## src/rtl/systolic_pkg.sv

```systemverilog
// rtl/systolic_pkg.sv - shared types and constants for the systolic array cells
package systolic_pkg;

    localparam int data_width_c = 8;
    localparam int acc_width_c  = 24;

    typedef logic [data_width_c-1:0] t_mac_data;
    typedef logic [acc_width_c-1:0]  t_mac_acc;

    typedef enum logic {
        PE_OS = 1'b0,
        PE_WS = 1'b1
    } t_pe_mode;

    typedef enum logic [1:0] {
        IDLE   = 2'd0,
        ACCUM  = 2'd1,
        WREADY = 2'd2,
        DRAIN  = 2'd3
    } t_pe_state;

endpackage

```

## src/rtl/systolic_mac.sv

```systemverilog
// rtl/systolic_mac.sv - combinational signed multiply with saturating/wrapping add
module systolic_mac #(
    parameter int DATA_WIDTH = 8,
    parameter int ACC_WIDTH  = 24,
    parameter int SATURATE   = 1
) (
    input  logic [DATA_WIDTH-1:0] a_i,
    input  logic [DATA_WIDTH-1:0] b_i,
    input  logic [ACC_WIDTH-1:0]  addend_i,
    output logic [ACC_WIDTH-1:0]  sum_o,
    output logic                  ovf_o
);

    localparam int PW = 2 * DATA_WIDTH;

    logic signed [PW-1:0]      prod;
    logic signed [ACC_WIDTH:0] wide;

    assign prod = $signed(a_i) * $signed(b_i);

    // One guard bit above the accumulator width exposes signed overflow.
    assign wide = $signed({addend_i[ACC_WIDTH-1], addend_i})
                + $signed({{(ACC_WIDTH + 1 - PW){prod[PW-1]}}, prod});

    assign ovf_o = wide[ACC_WIDTH] ^ wide[ACC_WIDTH-1];

    // Clamp toward the sign of the true result, or pass the wrapped bits through.
    always_comb begin
        sum_o = wide[ACC_WIDTH-1:0];
        if ((SATURATE != 0) && ovf_o) begin
            if (wide[ACC_WIDTH]) begin
                sum_o = {1'b1, {(ACC_WIDTH-1){1'b0}}};
            end else begin
                sum_o = {1'b0, {(ACC_WIDTH-1){1'b1}}};
            end
        end
    end

endmodule

```

## src/rtl/systolic_pe.sv

```systemverilog
// rtl/systolic_pe.sv - dual-mode (output/weight stationary) systolic processing element
module systolic_pe
    import systolic_pkg::*;
#(
    parameter int DATA_WIDTH = data_width_c,
    parameter int ACC_WIDTH  = acc_width_c,
    parameter int SATURATE   = 1
) (
    input  logic                  clk,
    input  logic                  rst_n,
    input  logic                  mode_i,
    input  logic [DATA_WIDTH-1:0] a_i,
    input  logic                  a_valid_i,
    input  logic [DATA_WIDTH-1:0] b_i,
    input  logic                  b_valid_i,
    input  logic                  load_w_i,
    input  logic [ACC_WIDTH-1:0]  psum_i,
    input  logic                  psum_valid_i,
    input  logic                  clear_i,
    input  logic                  drain_i,
    output logic [DATA_WIDTH-1:0] a_o,
    output logic                  a_valid_o,
    output logic [DATA_WIDTH-1:0] b_o,
    output logic                  b_valid_o,
    output logic [ACC_WIDTH-1:0]  acc_o,
    output logic                  acc_valid_o,
    output logic                  ovf_o,
    output logic                  busy_o
);

    t_pe_state             state_q, state_d;
    logic [ACC_WIDTH-1:0]  acc_q, acc_d;
    logic [DATA_WIDTH-1:0] w_q, w_d;
    logic                  ovf_q, ovf_d;
    logic                  tile_q, tile_d;
    logic [ACC_WIDTH-1:0]  acc_out_q, acc_out_d;
    logic                  acc_valid_q, acc_valid_d;

    logic [DATA_WIDTH-1:0] a_fwd_q, b_fwd_q;
    logic                  a_fwd_valid_q, b_fwd_valid_q;

    logic [DATA_WIDTH-1:0] mac_b;
    logic [ACC_WIDTH-1:0]  mac_addend;
    logic [ACC_WIDTH-1:0]  mac_sum;
    logic                  mac_ovf;
    logic                  pair;
    t_pe_mode              mode_sel;

    assign pair     = a_valid_i & b_valid_i;
    assign mode_sel = t_pe_mode'(mode_i);

    // Operand select: WS multiplies by the held weight, the OS paths by the north operand.
    always_comb begin
        mac_b      = b_i;
        mac_addend = '0;
        unique case (state_q)
            ACCUM:   mac_addend = drain_i ? '0 : acc_q;
            DRAIN:   mac_addend = acc_q;
            WREADY: begin
                mac_b      = w_q;
                mac_addend = psum_valid_i ? psum_i : '0;
            end
            default: mac_addend = '0;
        endcase
    end

    systolic_mac #(
        .DATA_WIDTH (DATA_WIDTH),
        .ACC_WIDTH  (ACC_WIDTH),
        .SATURATE   (SATURATE)
    ) u_mac (
        .a_i      (a_i),
        .b_i      (mac_b),
        .addend_i (mac_addend),
        .sum_o    (mac_sum),
        .ovf_o    (mac_ovf)
    );

    // Next-state and datapath updates; clear beats drain beats accumulate/load.
    always_comb begin
        state_d     = state_q;
        acc_d       = acc_q;
        w_d         = w_q;
        ovf_d       = ovf_q;
        tile_d      = tile_q;
        acc_out_d   = acc_out_q;
        acc_valid_d = 1'b0;

        if (clear_i) begin
            state_d = IDLE;
            acc_d   = '0;
            w_d     = '0;
            ovf_d   = 1'b0;
            tile_d  = 1'b0;
        end else begin
            unique case (state_q)
                IDLE: begin
                    if (mode_sel == PE_OS && pair) begin
                        acc_d   = mac_sum;
                        state_d = ACCUM;
                    end else if (mode_sel == PE_WS && b_valid_i && load_w_i) begin
                        w_d     = b_i;
                        state_d = WREADY;
                    end
                end
                ACCUM: begin
                    if (drain_i) begin
                        // Result leaves now; a concurrent pair opens the next tile.
                        acc_out_d   = acc_q;
                        acc_valid_d = 1'b1;
                        acc_d       = pair ? mac_sum : '0;
                        tile_d      = pair;
                        state_d     = DRAIN;
                    end else if (pair) begin
                        acc_d = mac_sum;
                        ovf_d = ovf_q | mac_ovf;
                    end
                end
                DRAIN: begin
                    // Overflow of the drained tile stays visible alongside its result.
                    if (pair) begin
                        acc_d = mac_sum;
                        ovf_d = mac_ovf;
                    end else begin
                        ovf_d = 1'b0;
                    end
                    tile_d  = 1'b0;
                    state_d = (pair || tile_q) ? ACCUM : IDLE;
                end
                WREADY: begin
                    if (a_valid_i) begin
                        acc_out_d   = mac_sum;
                        acc_valid_d = 1'b1;
                        ovf_d       = ovf_q | mac_ovf;
                    end
                    if (b_valid_i && load_w_i) begin
                        w_d = b_i;
                    end
                end
                default: state_d = IDLE;
            endcase
        end
    end

    // Control and accumulator state registers.
    always_ff @(posedge clk or negedge rst_n) begin
        if (!rst_n) begin
            state_q     <= IDLE;
            acc_q       <= '0;
            w_q         <= '0;
            ovf_q       <= 1'b0;
            tile_q      <= 1'b0;
            acc_out_q   <= '0;
            acc_valid_q <= 1'b0;
        end else begin
            state_q     <= state_d;
            acc_q       <= acc_d;
            w_q         <= w_d;
            ovf_q       <= ovf_d;
            tile_q      <= tile_d;
            acc_out_q   <= acc_out_d;
            acc_valid_q <= acc_valid_d;
        end
    end

    // Operand forwarding to east/south neighbours, active in every state.
    always_ff @(posedge clk or negedge rst_n) begin
        if (!rst_n) begin
            a_fwd_q       <= '0;
            a_fwd_valid_q <= 1'b0;
            b_fwd_q       <= '0;
            b_fwd_valid_q <= 1'b0;
        end else begin
            a_fwd_q       <= a_i;
            a_fwd_valid_q <= a_valid_i;
            b_fwd_q       <= b_i;
            b_fwd_valid_q <= b_valid_i;
        end
    end

    assign a_o         = a_fwd_q;
    assign a_valid_o   = a_fwd_valid_q;
    assign b_o         = b_fwd_q;
    assign b_valid_o   = b_fwd_valid_q;
    assign acc_o       = acc_out_q;
    assign acc_valid_o = acc_valid_q;
    assign ovf_o       = ovf_q;
    assign busy_o      = (state_q != IDLE);

endmodule
```

## config.mk

```make
export PLATFORM = sky130hd
export DESIGN_NAME = systolic_pe
export DESIGN_NICKNAME = d
export VERILOG_FILES = /design/src/rtl/systolic_pkg.sv /design/src/rtl/systolic_mac.sv /design/src/rtl/systolic_pe.sv
export SDC_FILE = /design/constraint.sdc
export NUM_CORES = 1
export LEC_CHECK = 0
export ABC_CLOCK_PERIOD_IN_PS = 7900
export CORE_ASPECT_RATIO = 1.4
export CORE_MARGIN = 10
export CORE_UTILIZATION = 58
export CTS_CLUSTER_DIAMETER = 40
export CTS_CLUSTER_SIZE = 28
export DETAILED_ROUTE_END_ITERATION = 6
export GPL_ROUTABILITY_DRIVEN = 0
export HOLD_SLACK_MARGIN = 0.03
export PLACE_DENSITY = 0.82
export SLEW_MARGIN = 10
export SYNTH_ARGS = -nofsm -noshare
export SYNTH_HDL_FRONTEND = slang
export SYNTH_SLANG_ARGS = --single-unit
```

## constraint.sdc

```tcl
create_clock -name clk -period 7.9 [get_ports clk]
set_input_delay 0.79 -clock clk [delete_from_list [all_inputs] [get_ports clk]]
set_output_delay 0.79 -clock clk [all_outputs]
set_load 0.01 [all_outputs]
```

==> out/metrics.json <==
{
  "global_route": {
    "wire_length_of_the_first_global_routing_pass_um": 36000,
    "globalRoute.totalOverflow": 0,
    "grt_pass1_vias": 7069,
    "grt_start_max_net_pins": 80,
    "gr-usage-all-layers_pct": 22.8,
    "antenna_violations_before_repair": 0
  },
  "yosys": {
    "synth-edff-count": 0,
    "syn-num-nets": 1084,
    "synth.top_cells.by_count": "sky130_fd_sc_hd__inv_1 (111), sky130_fd_sc_hd__fa_1 (108), sky130_fd_sc_hd__dfrtp_1 (79), sky130_fd_sc_hd__nand2_1 (71), sky130_fd_sc_hd__ha_1 (61)",
    "syn-cell-area_um2": 8320,
    "synth_top_area_share_pct": 26.0,
    "yosys-top-cells-area": "sky130_fd_sc_hd__fa_1 (26%), sky130_fd_sc_hd__dfrtp_1 (24%), sky130_fd_sc_hd__ha_1 (9.2%), sky130_fd_sc_hd__inv_1 (5.0%), sky130_fd_sc_hd__o21ai_0 (3.3%)",
    "seq_area_frac_synth_pct": 23.8,
    "synth_warn": 0,
    "netlist.top_cell.by_area": "sky130_fd_sc_hd__fa_1",
    "postSynthRegisterBits": 79,
    "syn_area_per_cell_um2": 9.60,
    "ys_async_rst_share_pct": 100,
    "netlist-cell-type-count": 68,
    "synth_most_common_cell": "sky130_fd_sc_hd__inv_1",
    "syn_inst": 866,
    "postSynth.topFlopCell": "sky130_fd_sc_hd__dfrtp_1"
  },
  "sta": {
    "final-max-slew-violation-count": 0,
    "tightestPinTransition_ps": 1200,
    "layout_min_cycle_time_ps": 7340,
    "timing.max_slew.rel_slack_pct": 19.6,
    "achievable-frequency_mhz": 136,
    "fin_skew_ps": 15.5,
    "grt_setup_unrepaired": "no",
    "timing_hold_violations_final": 0,
    "worst_case_setup_margin_in_the_final_layout_ps": 556,
    "finalSetupViolations": 0,
    "period_share_pct": 93.0
  },
  "detailed_routing": {
    "detail_route.first_pass.iterations": 6,
    "drt_iter0_drc": 550,
    "avgRoutedWirePerCell_um": 19.0,
    "num_vias": 6846,
    "post-route-drc-count": 0,
    "post_drt_antenna_nets": 0,
    "route.detailed.vias_per_inst": 6.00,
    "postRouteWirelength_um": 21700
  },
  "floorplan": {
    "dieWidth_um": 121,
    "starting_density_pct": 59.5,
    "die_area_um2": 19600,
    "core_area_um2": 14000,
    "floorplan.rows": 51,
    "fp.dieH_um": 162,
    "num_io_pins": 94
  },
  "placement": {
    "io_buffer_count": 93,
    "detailed_place_hpwl_um": 17200,
    "dp_slack_ps": -2.63
  },
  "clock_network": {
    "cts_resized": 0,
    "worst_skew_pair.late_latency_ps": 360,
    "post-cts-setup-buffer-count": 0,
    "cts.reportedPaths.clkPinSlew_ps": 70,
    "ctsRootBufferMaster": "sky130_fd_sc_hd__clkbuf_16",
    "clkSinkCount": 79,
    "cts-buffers-inserted": 9,
    "holdBufCountCts": 0,
    "htree_levels": 3,
    "clock_tree.buffer_depth": 2,
    "cts_tree": "yes"
  },
  "finish": {
    "area_growth_from_synthesis_to_final_layout_pct": 17.1,
    "final-seq-area_um2": 1980,
    "antenna_cells": 0,
    "number_of_filler_cells_placed_in_the_layout": 1094,
    "fin_nets": 1169,
    "post-route-util_pct": 69.7,
    "multi_input_area_um2": 5770,
    "drive_gt1_share_pct": 6.07
  },
  "hold_path": {
    "hp-class": "reg -> reg"
  },
  "worst_setup_path": {
    "cp-end-kind": "flop",
    "critical_setup_path_class": "in -> reg",
    "critical_path_peak_fanout": 29,
    "crit_path_start_kind": "primary input",
    "critPathArrivalTime_ps": 7620,
    "required_time_at_the_endpoint_of_the_critical_path_ps": 8170
  },
  "job": {
    "cap_viol_max_count": 0
  },
  "outcome": {
    "status": "complete, no violations"
  }
}
worst paths after layout:
path | start | endpoint | slack, ps | cells after the start
max | drain_i | acc_q[18] | 560 | 24
min | acc_o[23] | acc_o[23] | 490 | 2
max reg2reg | state_q[0] | acc_q[18] | 620 | 22
min reg2reg | acc_o[23] | acc_o[23] | 490 | 2
max in group asynchronous | rst_n | b_o[3] | 6630 | 1
min in group asynchronous | rst_n | acc_q[19] | 590 | 1
registers in the layout (all words and copies together), names as in the netlist:
register / cells
acc_o: 24
acc_q: 24
a_o: 8
b_o: 8
w_q: 8
state_q: 2
a_valid_o: 1
acc_valid_o: 1
b_valid_o: 1
ovf_o: 1
tile_q: 1
layout by cell type, fill, tap and decap left out, types with 4 or more instances in the layout:
cell                              netlist  final
sky130_fd_sc_hd__a21o_1                 6      6
sky130_fd_sc_hd__xor2_1                 6      6
sky130_fd_sc_hd__buf_4                  1     15
sky130_fd_sc_hd__clkdlybuf4s50_1        0     92
sky130_fd_sc_hd__o211ai_1               7      7
sky130_fd_sc_hd__ha_1                  61     61
sky130_fd_sc_hd__mux2_2                 6      6
sky130_fd_sc_hd__xnor2_1               14     14
sky130_fd_sc_hd__nand3_1                5      5
sky130_fd_sc_hd__or3_1                 10     10
sky130_fd_sc_hd__a211oi_1               4      4
sky130_fd_sc_hd__and2_1                15     15
sky130_fd_sc_hd__o21ai_0               55     55
sky130_fd_sc_hd__mux2i_1                7      7
sky130_fd_sc_hd__and3_1                17     17
sky130_fd_sc_hd__o21ai_1               13     13
sky130_fd_sc_hd__dfrtp_1               79     79
sky130_fd_sc_hd__a22oi_1               24     24
sky130_fd_sc_hd__nor2b_1               23     23
sky130_fd_sc_hd__a21oi_1               50     50
sky130_fd_sc_hd__nand2_1               71     71
sky130_fd_sc_hd__nor2_1                56     56
sky130_fd_sc_hd__nand3b_1               9      9
sky130_fd_sc_hd__o21a_1                 4      4
sky130_fd_sc_hd__inv_1                111    111
sky130_fd_sc_hd__or2_2                  8      8
sky130_fd_sc_hd__nand2b_1               9      9
sky130_fd_sc_hd__clkbuf_16              0      9
sky130_fd_sc_hd__nor3_1                 8      8
sky130_fd_sc_hd__fa_1                 108    108
cell type report:
type | count | share of cell area (%)
multi-input cells | 643 | 59.2
flip-flops and latches | 79 | 20.3
repair buffers | 107 | 10.6
inverters | 111 | 4.28
well taps | 185 | 2.38
clock buffers | 9 | 2.31
clock inverters | 7 | 0.887
per-layer routing:
metal  track usage, %  part of all wire, %  up-vias
met1             27.0                   37     3444
met3             3.75                  6.4       47
met2             40.2                   54      299
li1                 -                    -     3056
met4             8.59                  3.0        0
met5                0                    0        -
cell families after synthesis:
logic type | share of synthesized area (%)
AND/OR/NAND/NOR | 14.4
multiplexers | 1.65
XOR/XNOR | 2.11
flip-flops | 23.8
AO/OA/AOI/OAI | 15.7
buffers and inverters | 7.09
adder cells (fa/ha/maj) | 35.3
worst max-delay path, cell delays in order:
cell and delay, ps:
sky130_fd_sc_hd__clkdlybuf4s50_1 500, sky130_fd_sc_hd__nand2b_1 220, sky130_fd_sc_hd__nand2b_1 200, sky130_fd_sc_hd__buf_4 270
sky130_fd_sc_hd__a22oi_1 260, sky130_fd_sc_hd__nor2_1 140, sky130_fd_sc_hd__fa_1 600, sky130_fd_sc_hd__inv_1 60
sky130_fd_sc_hd__fa_1 510, sky130_fd_sc_hd__inv_1 60, sky130_fd_sc_hd__fa_1 530, sky130_fd_sc_hd__inv_1 50
sky130_fd_sc_hd__fa_1 500, sky130_fd_sc_hd__inv_1 50, sky130_fd_sc_hd__ha_1 270, sky130_fd_sc_hd__ha_1 370
sky130_fd_sc_hd__nand4_1 130, sky130_fd_sc_hd__nor2_1 220, sky130_fd_sc_hd__nand2_1 80, sky130_fd_sc_hd__a21o_1 160
sky130_fd_sc_hd__and3_1 270, sky130_fd_sc_hd__o21ai_4 630, sky130_fd_sc_hd__nand2_1 450, sky130_fd_sc_hd__o211ai_1 280
stage by stage:
step	std cells	TNS, ps	area [µm²]	hold WS, ps
final	1141	0	9740	489
after floorplan	866	0	8320	464
after CTS	1140	0	9720	495
after detailed placement	1124	-2.63	9410	479
after global placement	1124	0	9410	469
after global routing	1141	0	9740	534
Power is not shown: default switching activity piles up to over one toggle a cycle in this logic, so the estimate is an artifact.
